## src/rtl/csu_dac_ctrl.sv

```systemverilog
// Current source unit DAC sequencer: power-up/settle, segmented code decode, ramped thermometer, power-down.
// Optional behavioural current monitor output i_mon enabled by macro CSU_DAC_CTRL_IMON_EN.
module csu_dac_ctrl #(
    parameter int  SETTLE_CYC = 16,
    parameter int  THERM_MAX  = 17,
    parameter real IREF_A     = 500e-6
) (
    input  logic                 clk,
    input  logic                 rst,
    input  logic                 en,
    input  logic [10:0]          code_in,
    input  logic                 code_valid,
    output logic                 code_ready,
    input  logic                 red_en,
    input  logic [1:0]           atb_sel,
    input  logic                 atb_wr,
    output logic                 pdb,
    output logic [THERM_MAX-1:0] therm_en,
    output logic [5:0]           bin_en,
    output logic                 bin_red_en,
    output logic [1:0]           atb_ena,
    output logic                 busy,
    output logic                 clamp_err
`ifdef CSU_DAC_CTRL_IMON_EN
    ,
    output real                  i_mon
`endif
);

    localparam logic [2:0] ST_OFF   = 3'd0;
    localparam logic [2:0] ST_PWRUP = 3'd1;
    localparam logic [2:0] ST_IDLE  = 3'd2;
    localparam logic [2:0] ST_RAMP  = 3'd3;
    localparam logic [2:0] ST_PWRDN = 3'd4;

    localparam int              SC_W        = (SETTLE_CYC > 1) ? $clog2(SETTLE_CYC) : 1;
    localparam logic [SC_W-1:0] SETTLE_LAST = SC_W'(SETTLE_CYC - 1);
    localparam logic [4:0]      THERM_MAX_C = 5'(THERM_MAX);

    function automatic logic [THERM_MAX-1:0] therm_decode(input logic [4:0] cnt);
        logic [THERM_MAX-1:0] v;
        for (int i = 0; i < THERM_MAX; i++) begin
            v[i] = (5'(i) < cnt);
        end
        return v;
    endfunction

    logic [2:0]           state_r;
    logic [4:0]           therm_cnt_r;
    logic [4:0]           target_r;
    logic [5:0]           bin_target_r;
    logic [SC_W-1:0]      settle_r;
    logic [1:0]           atb_r;
    logic                 pdb_r;
    logic [THERM_MAX-1:0] therm_en_r;
    logic [5:0]           bin_en_r;
    logic                 bin_red_en_r;
    logic [1:0]           atb_ena_r;
    logic                 code_ready_r;
    logic                 busy_r;
    logic                 clamp_err_r;

    logic [2:0]           state_nxt_s;
    logic [4:0]           therm_cnt_nxt_s;
    logic [4:0]           target_nxt_s;
    logic [5:0]           bin_target_nxt_s;
    logic [SC_W-1:0]      settle_nxt_s;
    logic [1:0]           atb_nxt_s;
    logic                 pdb_nxt_s;
    logic [5:0]           bin_en_nxt_s;
    logic                 clamp_nxt_s;
    logic [4:0]           therm_field_s;
    logic                 clamped_s;

    assign therm_field_s = code_in[10:6];
    assign clamped_s     = (therm_field_s > THERM_MAX_C);

    // Sequencer next-state and datapath update.
    always_comb begin
        state_nxt_s      = state_r;
        therm_cnt_nxt_s  = therm_cnt_r;
        target_nxt_s     = target_r;
        bin_target_nxt_s = bin_target_r;
        settle_nxt_s     = settle_r;
        pdb_nxt_s        = pdb_r;
        bin_en_nxt_s     = bin_en_r;
        clamp_nxt_s      = 1'b0;
        case (state_r)
            ST_OFF: begin
                if (en) begin
                    state_nxt_s  = ST_PWRUP;
                    pdb_nxt_s    = 1'b1;
                    settle_nxt_s = {SC_W{1'b0}};
                end else begin
                    pdb_nxt_s    = 1'b0;
                end
            end
            ST_PWRUP: begin
                if (!en) begin
                    state_nxt_s  = ST_OFF;
                    pdb_nxt_s    = 1'b0;
                end else if (settle_r == SETTLE_LAST) begin
                    state_nxt_s  = ST_IDLE;
                end else begin
                    settle_nxt_s = settle_r + {{(SC_W-1){1'b0}}, 1'b1};
                end
            end
            ST_IDLE: begin
                // Power-down request takes precedence over a pending code.
                if (!en) begin
                    state_nxt_s      = ST_PWRDN;
                    bin_en_nxt_s     = 6'd0;
                end else if (code_valid) begin
                    state_nxt_s      = ST_RAMP;
                    target_nxt_s     = clamped_s ? THERM_MAX_C : therm_field_s;
                    bin_target_nxt_s = code_in[5:0];
                    clamp_nxt_s      = clamped_s;
                end else begin
                    state_nxt_s      = ST_IDLE;
                end
            end
            ST_RAMP: begin
                if (!en) begin
                    state_nxt_s     = ST_PWRDN;
                    bin_en_nxt_s    = 6'd0;
                end else if (therm_cnt_r < target_r) begin
                    therm_cnt_nxt_s = therm_cnt_r + 5'd1;
                end else if (therm_cnt_r > target_r) begin
                    therm_cnt_nxt_s = therm_cnt_r - 5'd1;
                end else begin
                    bin_en_nxt_s    = bin_target_r;
                    state_nxt_s     = ST_IDLE;
                end
            end
            ST_PWRDN: begin
                bin_en_nxt_s = 6'd0;
                // pdb drops on the same edge the last cell turns off.
                if (therm_cnt_r <= 5'd1) begin
                    therm_cnt_nxt_s = 5'd0;
                    pdb_nxt_s       = 1'b0;
                    state_nxt_s     = ST_OFF;
                end else begin
                    therm_cnt_nxt_s = therm_cnt_r - 5'd1;
                end
            end
            default: begin
                state_nxt_s     = ST_OFF;
                pdb_nxt_s       = 1'b0;
                therm_cnt_nxt_s = 5'd0;
                bin_en_nxt_s    = 6'd0;
            end
        endcase
    end

    // Testbus register write, locked out while powered off.
    always_comb begin
        if (atb_wr && (state_r != ST_OFF)) begin
            atb_nxt_s = atb_sel;
        end else begin
            atb_nxt_s = atb_r;
        end
    end

    // State and registered outputs.
    always_ff @(posedge clk) begin
        if (rst) begin
            state_r      <= ST_OFF;
            therm_cnt_r  <= 5'd0;
            target_r     <= 5'd0;
            bin_target_r <= 6'd0;
            settle_r     <= {SC_W{1'b0}};
            atb_r        <= 2'b00;
            pdb_r        <= 1'b0;
            therm_en_r   <= {THERM_MAX{1'b0}};
            bin_en_r     <= 6'd0;
            bin_red_en_r <= 1'b0;
            atb_ena_r    <= 2'b00;
            code_ready_r <= 1'b0;
            busy_r       <= 1'b0;
            clamp_err_r  <= 1'b0;
        end else begin
            state_r      <= state_nxt_s;
            therm_cnt_r  <= therm_cnt_nxt_s;
            target_r     <= target_nxt_s;
            bin_target_r <= bin_target_nxt_s;
            settle_r     <= settle_nxt_s;
            atb_r        <= atb_nxt_s;
            pdb_r        <= pdb_nxt_s;
            therm_en_r   <= therm_decode(therm_cnt_nxt_s);
            bin_en_r     <= bin_en_nxt_s;
            bin_red_en_r <= red_en & pdb_r;
            atb_ena_r    <= (state_nxt_s != ST_OFF) ? atb_nxt_s : 2'b00;
            code_ready_r <= (state_nxt_s == ST_IDLE);
            busy_r       <= (state_nxt_s == ST_PWRUP) || (state_nxt_s == ST_RAMP) ||
                            (state_nxt_s == ST_PWRDN);
            clamp_err_r  <= clamp_nxt_s;
        end
    end

    assign code_ready = code_ready_r;
    assign pdb        = pdb_r;
    assign therm_en   = therm_en_r;
    assign bin_en     = bin_en_r;
    assign bin_red_en = bin_red_en_r;
    assign atb_ena    = atb_ena_r;
    assign busy       = busy_r;
    assign clamp_err  = clamp_err_r;

`ifdef CSU_DAC_CTRL_IMON_EN
    real imon_acc_s;

    // Behavioural sum of unit, binary and redundant cell currents.
    always_comb begin
        imon_acc_s = real'(therm_cnt_r) * IREF_A / 2.5;
        for (int k = 0; k < 6; k++) begin
            if (bin_en_r[k]) begin
                imon_acc_s = imon_acc_s + IREF_A / (2.5 * real'(1 << (6 - k)));
            end else begin
                imon_acc_s = imon_acc_s + 0.0;
            end
        end
        if (bin_red_en_r) begin
            imon_acc_s = imon_acc_s + IREF_A / 160.0;
        end else begin
            imon_acc_s = imon_acc_s + 0.0;
        end
        i_mon = pdb_r ? imon_acc_s : 0.0;
    end
`endif

endmodule

```

## config.mk

```make
export PLATFORM = sky130hd
export DESIGN_NAME = csu_dac_ctrl
export DESIGN_NICKNAME = d
export VERILOG_FILES = /design/src/rtl/csu_dac_ctrl.sv
export SDC_FILE = /design/constraint.sdc
export NUM_CORES = 1
export LEC_CHECK = 0
export ABC_CLOCK_PERIOD_IN_PS = 3250
export BUFFER_PORTS_ARGS = -buffer_cell sky130_fd_sc_hd__buf_4
export CAP_MARGIN = 5
export CORE_UTILIZATION = 50
export DETAILED_ROUTE_END_ITERATION = 8
export MAX_ROUTING_LAYER = met4
export PLACE_DENSITY = 0.79
export SYNTH_ARGS = -nofsm -noshare
export SYNTH_HDL_FRONTEND = slang
export SYNTH_SLANG_ARGS = --single-unit
```

## constraint.sdc

```tcl
create_clock -name clk -period 3.25 [get_ports clk]
set_input_delay 0.8125 -clock clk [delete_from_list [all_inputs] [get_ports clk]]
set_output_delay 0.8125 -clock clk [all_outputs]
set_load 0.05 [all_outputs]
```

-- Word-level counts from Yosys, hierarchy flattened
Cells that the tools add are included.
- $add $sub $neg: 3
- magnitude comparators: 21
- eq/ne operators: 17
- mux-type cells: 30
- bitwise logic cells: 7
- reductions and logical operators: 16
- operators with widths (cell ; count):
    4-bit by 5-bit less-than comparator with 1-bit output (first input constant) ; 8
    5-bit 2-to-1 mux ; 5
    3-bit 2-to-1 mux ; 8
    6-bit 2-to-1 mux ; 4
    3-bit by 5-bit less-than comparator with 1-bit output (first input constant) ; 4
    6-bit one-hot mux with 3 select lines ; 1
    3-bit one-hot mux with 5 select lines ; 1
    5-bit one-hot mux with 3 select lines ; 1
    3-bit by 2-bit equality test with 1-bit output (second input constant) ; 4
    4-bit 2-to-1 mux ; 3
    2-bit != test (second input constant) ; 6
    1-bit by 5-bit less-than comparator with 1-bit output (first input constant) ; 2
    2-bit by 5-bit less-than comparator with 1-bit output (first input constant) ; 2
    4-bit one-hot mux with 2 select lines ; 1
    4-bit AND reduction ; 2
    3-bit by 1-bit equality test with 1-bit output (second input constant) ; 2
    3-bit equality test (second input constant) ; 2
    3-bit != test (second input constant) ; 2
    1-bit inverter ; 6
    3-bit AND reduction ; 2
    3-bit nonzero test ; 2
    2-bit OR reduction ; 3
    5-bit by 1-bit adder with 5-bit output (second input constant) ; 1
    5-bit > comparator ; 1
    17 further kinds ; 21
- register bits: 55
- input bits: 19
- output and inout port bits: 30
- logic and storage cells: 108

-- Depth between registers and ports, before layout
- depth after elaboration: 8
- gate-level depth with buffers: 8
- depth with buffers taken out: 8

-- Worst setup path before layout
No wires, ideal clock.
- path type: register to register
- start: reg therm_en[15] (netlist name)
- end: reg therm_en_r[10], in the netlist therm_en[10]
- library setup time: 0.088 ns
- data arrival time: 2.147 ns
- required time: 3.162 ns
- setup slack: 1.015 ns
- stages on the path, launching flop included: 8
- buffers on the path: 0
- period minus slack after synthesis: 2.235 ns
- path through: dfxtp_1 > ha_1 > a21o_1 > o311ai_4 > a31oi_2 > o31ai_4 > nand2_4 > a311oi_2
- RTL lines (what ; line ; text):
    to (signal assigned) ; 174 ; therm_en_r <= {THERM_MAX{1'b0}};
    to (signal assigned) ; 189 ; therm_en_r <= therm_decode(therm_cnt_nxt_s);
    to (decl) ; 55 ; logic [THERM_MAX-1:0] therm_en_r;

-- Worst setup path after layout
- start: reg therm_cnt_r[2]
- end: reg therm_en_r[10], in the netlist therm_en[10]
- cells in the longest elaborated chain, start to end: 6
- elaborated cells between the ends (all ways): 11
- classes of those cells: 2 x add/sub; 4 x order compare; 5 x mux
- RTL lines (what ; line ; text):
    from (decl) ; 49 ; logic [4:0] therm_cnt_r;
    from (signal assigned) ; 183 ; therm_cnt_r <= therm_cnt_nxt_s;
    5-bit by 1-bit subtractor with 5-bit output or 5-bit > comparator (tied branches) ; 129, 143, 128 ;
    5-bit 2-to-1 mux ; 128 ; end else if (therm_cnt_r > target_r) begin
    5-bit 2-to-1 mux ; 126 ; end else if (therm_cnt_r < target_r) begin
    5-bit 2-to-1 mux ; 123 ; if (!en) begin
    5-bit one-hot mux with 3 select lines * ; 88 ; case (state_r)
    4-bit by 5-bit less-than comparator with 1-bit output * ; 43 ; v[i] = (5'(i) < cnt);
Mark *: on every way between the ends. The rest lies on a longest branch, timed or not.
A chain may end at the register's enable or synchronous reset.

==> impl_metrics.sql <==
INSERT INTO impl_metrics (metric_group, metric, value, unit) VALUES
('setup_path', 'critical_path.startpoint_type', 'flip-flop', ''),
('timing', 'finalCritPeriodShare', '0.801', ''),
('setup_path', 'rr_worst_depth', '7', ''),
('setup_path', 'rr_startpoint', 'therm_cnt_r[2]', ''),
('clock_tree', 'ctsResizeCount', '0', ''),
('timing', 'max-slew-margin-rel', '0.654', ''),
('global_routing', 'grt_antenna_before_repair', '0', ''),
('synthesis', 'postSynthNetCount', '315', ''),
('detailed_routing', 'postRouteWirelength', '5000', 'um'),
('synthesis', 'synth.top_cells.by_count', '54 x dfxtp_1, 35 x nand2_1, 33 x a21oi_1, 20 x nor2_1, 15 x nand3_1', ''),
('final_layout', 'finish.instance_area', '2950', 'sq um'),
('job', 'max_cap_viol_count', '0', ''),
('setup_path', 'critPathArrivalTime', '2.82', 'ns'),
('synthesis', 'netlist_instances', '287', ''),
('power_and_ir_drop', 'power_leakage', '1.19', 'nW'),
('synthesis', 'yosys.cell_types.count', '53', ''),
('setup_path', 'critical_path.endpoint_type', 'flip-flop', ''),
('setup_path', 'worstReg2RegEnd', 'therm_en[10]', ''),
('setup_path', 'setup.reg_to_reg.worst_slack', '0.65', 'ns'),
('final_layout', 'final_nets', '359', ''),
('clock_tree', 'h-tree-depth', '2', ''),
('synthesis', 'synth-async-reset-ratio', '0', ''),
('synthesis', 'synth_seq_area_share', '0.438', ''),
('synthesis', 'ys_ff_latch', '54', ''),
('timing', 'setup_viol_count_final', '0', ''),
('detailed_routing', 'drt_iter0_markers', '172', ''),
('placement', 'placed_cells', '391', ''),
('floorplan', 'die_height', '72.3', 'um'),
('worst_hold_path', 'hold_path.class', 'flip-flop to flip-flop', ''),
('floorplan', 'floorplan.io_pins', '49', ''),
('timing', 'fmax', '384', 'MHz'),
('detailed_routing', 'wl_per_cell', '12.6', 'um'),
('synthesis', 'synth-warning-count', '0', ''),
('clock_tree', 'cts_sinks', '54', ''),
('floorplan', 'coreArea', '4720', 'sq um'),
('clock_tree', 'cts-root-to-sink-buffers', '2', ''),
('setup_path', 'worst_ep_required_time', '3.46', 'ns'),
('timing', 'clock_skew', '0.00527', 'ns'),
('detailed_routing', 'drt_drc_violations_left', '0', ''),
('setup_path', 'critPathMaxFanout', '11', ''),
('timing', 'final_hold_viol_count', '0', ''),
('placement', 'place_ws', '0.656', 'ns'),
('clock_tree', 'post-cts-setup-buffer-count', '0', ''),
('power_and_ir_drop', 'peakVddDrop', '0.194', 'mV'),
('setup_path', 'crit_slowest_cell', 'dfxtp_1', ''),
('final_layout', 'area_growth_syn_to_layout', '19.5', '%'),
('synthesis', 'synth.cell_area', '2470', 'sq um'),
('setup_path', 'max_stage_delay', '0.57', 'ns'),
('floorplan', 'effective_utilization_at_floorplan', '0.523', ''),
('global_routing', 'groute.usage.overall', '0.219', ''),
('clock_tree', 'cts.reportedPaths.clkPinSlew', '0.09', 'ns'),
('synthesis', 'synth_area_per_cell', '8.60', 'sq um'),
('clock_tree', 'clk-insertion-delay-late', '0.30', 'ns'),
('global_routing', 'global_route_wire_length_before_repair', '8770', 'um'),
('setup_path', 'crit_start', 'therm_cnt_r[2]', ''),
('global_routing', 'grt.overflow.total', '0', ''),
('timing', 'finalCriticalPeriod', '2.60', 'ns'),
('synthesis', 'synth_largest_type_area_fraction', '0.438', ''),
('timing', 'final.setup.tns', '0', 'ns'),
('placement', 'dpl.hpwl', '3740', 'um'),
('detailed_routing', 'vias_per_cell', '5.39', ''),
('final_layout', 'final_layout_size_suffix_gt1_frac', '0.196', ''),
('floorplan', 'die_area', '5220', 'sq um'),
('setup_path', 'critical_path_class', 'flip-flop to flip-flop', ''),
('clock_tree', 'postCtsHoldBufs', '0', ''),
('status', 'outcome', 'complete, no violations', ''),
('timing', 'max_slew.worst_pin.slew', '0.519', 'ns'),
('power_and_ir_drop', 'power-per-cell-area', '379', 'nW/um^2'),
('floorplan', 'die_w', '72.3', 'um'),
('final_layout', 'antenna-diode-count', '0', ''),
('timing', 'slew_viol_final', '0', '');
==> worst min path at each step <==
stage                     from         endpoint  slack (ns)  cells after the start
6_report       bin_target_r[5]  bin_target_r[5]        0.46                      2
5_1_grt        bin_target_r[4]  bin_target_r[4]        0.48                      2
4_1_cts        bin_target_r[5]  bin_target_r[5]        0.46                      2
3_5_place_dp   bin_target_r[5]  bin_target_r[5]        0.45                      2
3_3_place_gp       target_r[2]      target_r[2]        0.44                      2
2_1_floorplan      target_r[1]      target_r[1]        0.43                      2
==> cell families after synthesis <==
group           synth area share
simple gates               0.208
compound gates             0.235
flops                      0.438
buf+inv                   0.0446
fa+ha+maj                 0.0456
xor+xnor                  0.0213
mux                      0.00811
==> layer usage <==
| metal | track usage | part of all wire |
|---|---|---|
| met4 | 0.100 | 0.018 |
| met3 | 0.0403 | 0.054 |
| met1 | 0.283 | 0.46 |
| met2 | 0.334 | 0.46 |
| met5 | - | 0 |
==> worst max-delay path, delay by kind of cell (launching register included) <==
kind / cells / cell delay (ns)
adders and majority gates: 1 / 0.34
and+or+nand+nor: 1 / 0.11
AOI/OAI and AO/OA: 5 / 1.50
DFF: 1 / 0.57
==> registers in the layout, summed over array words and instances (netlist names), 3 cells and up <==
register and flops:
state_r 3, settle_r 4, target_r 5, therm_en 17, therm_cnt_r 4, bin_en 6
bin_target_r 6
==> metrics by stage <==
stage	util	total power (W)
6_report	0.625	0.00112
5_1_grt	0.625	0.00117
4_1_cts	0.625	0.00114
3_5_place_dp	0.608	0.000789
3_3_place_gp	0.608	0.000788
2_1_floorplan	-	0.000753
==> layout make-up <==
type	count	area, sq um
Clock buffer	6	72.6
Multi-Input combinational cell	206	1280
Tap cell	67	83.8
Fill cell	434	1770
Sequential cell	54	1080
Inverter	14	52.6
Clock inverter	1	7.51
Timing Repair Buffer	50	375
==> power breakdown <==
part / leakage [nW] / internal, W / switching [W]
sequential: 0.436 / 0.000668 / 0.00000668
clock: 0.0373 / 0.000148 / 0.000195
combinational: 0.712 / 0.0000401 / 0.0000592
total: 1.19 / 0.000856 / 0.000261
==> cells in the final DEF (no fill, tap or decap), drive strengths merged, types with 2 or more instances in the layout <==
master  count
a31oi       4
xnor2       2
or3         2
nand3      15
buf        50
o221ai      3
o21ai      13
mux2i       2
a21oi      33
nor2       21
a311oi      2
o31ai       4
and2        2
nor3       11
o22ai       3
nor2b       2
a22oi       3
ha          9
and3        3
clkbuf      6
a21o        4
nand3b      4
inv        14
xor2        4
dfxtp      54
nand2b      3
a211oi      4
nand2      36
No activity file was read; power rests on OpenSTA's default activity.
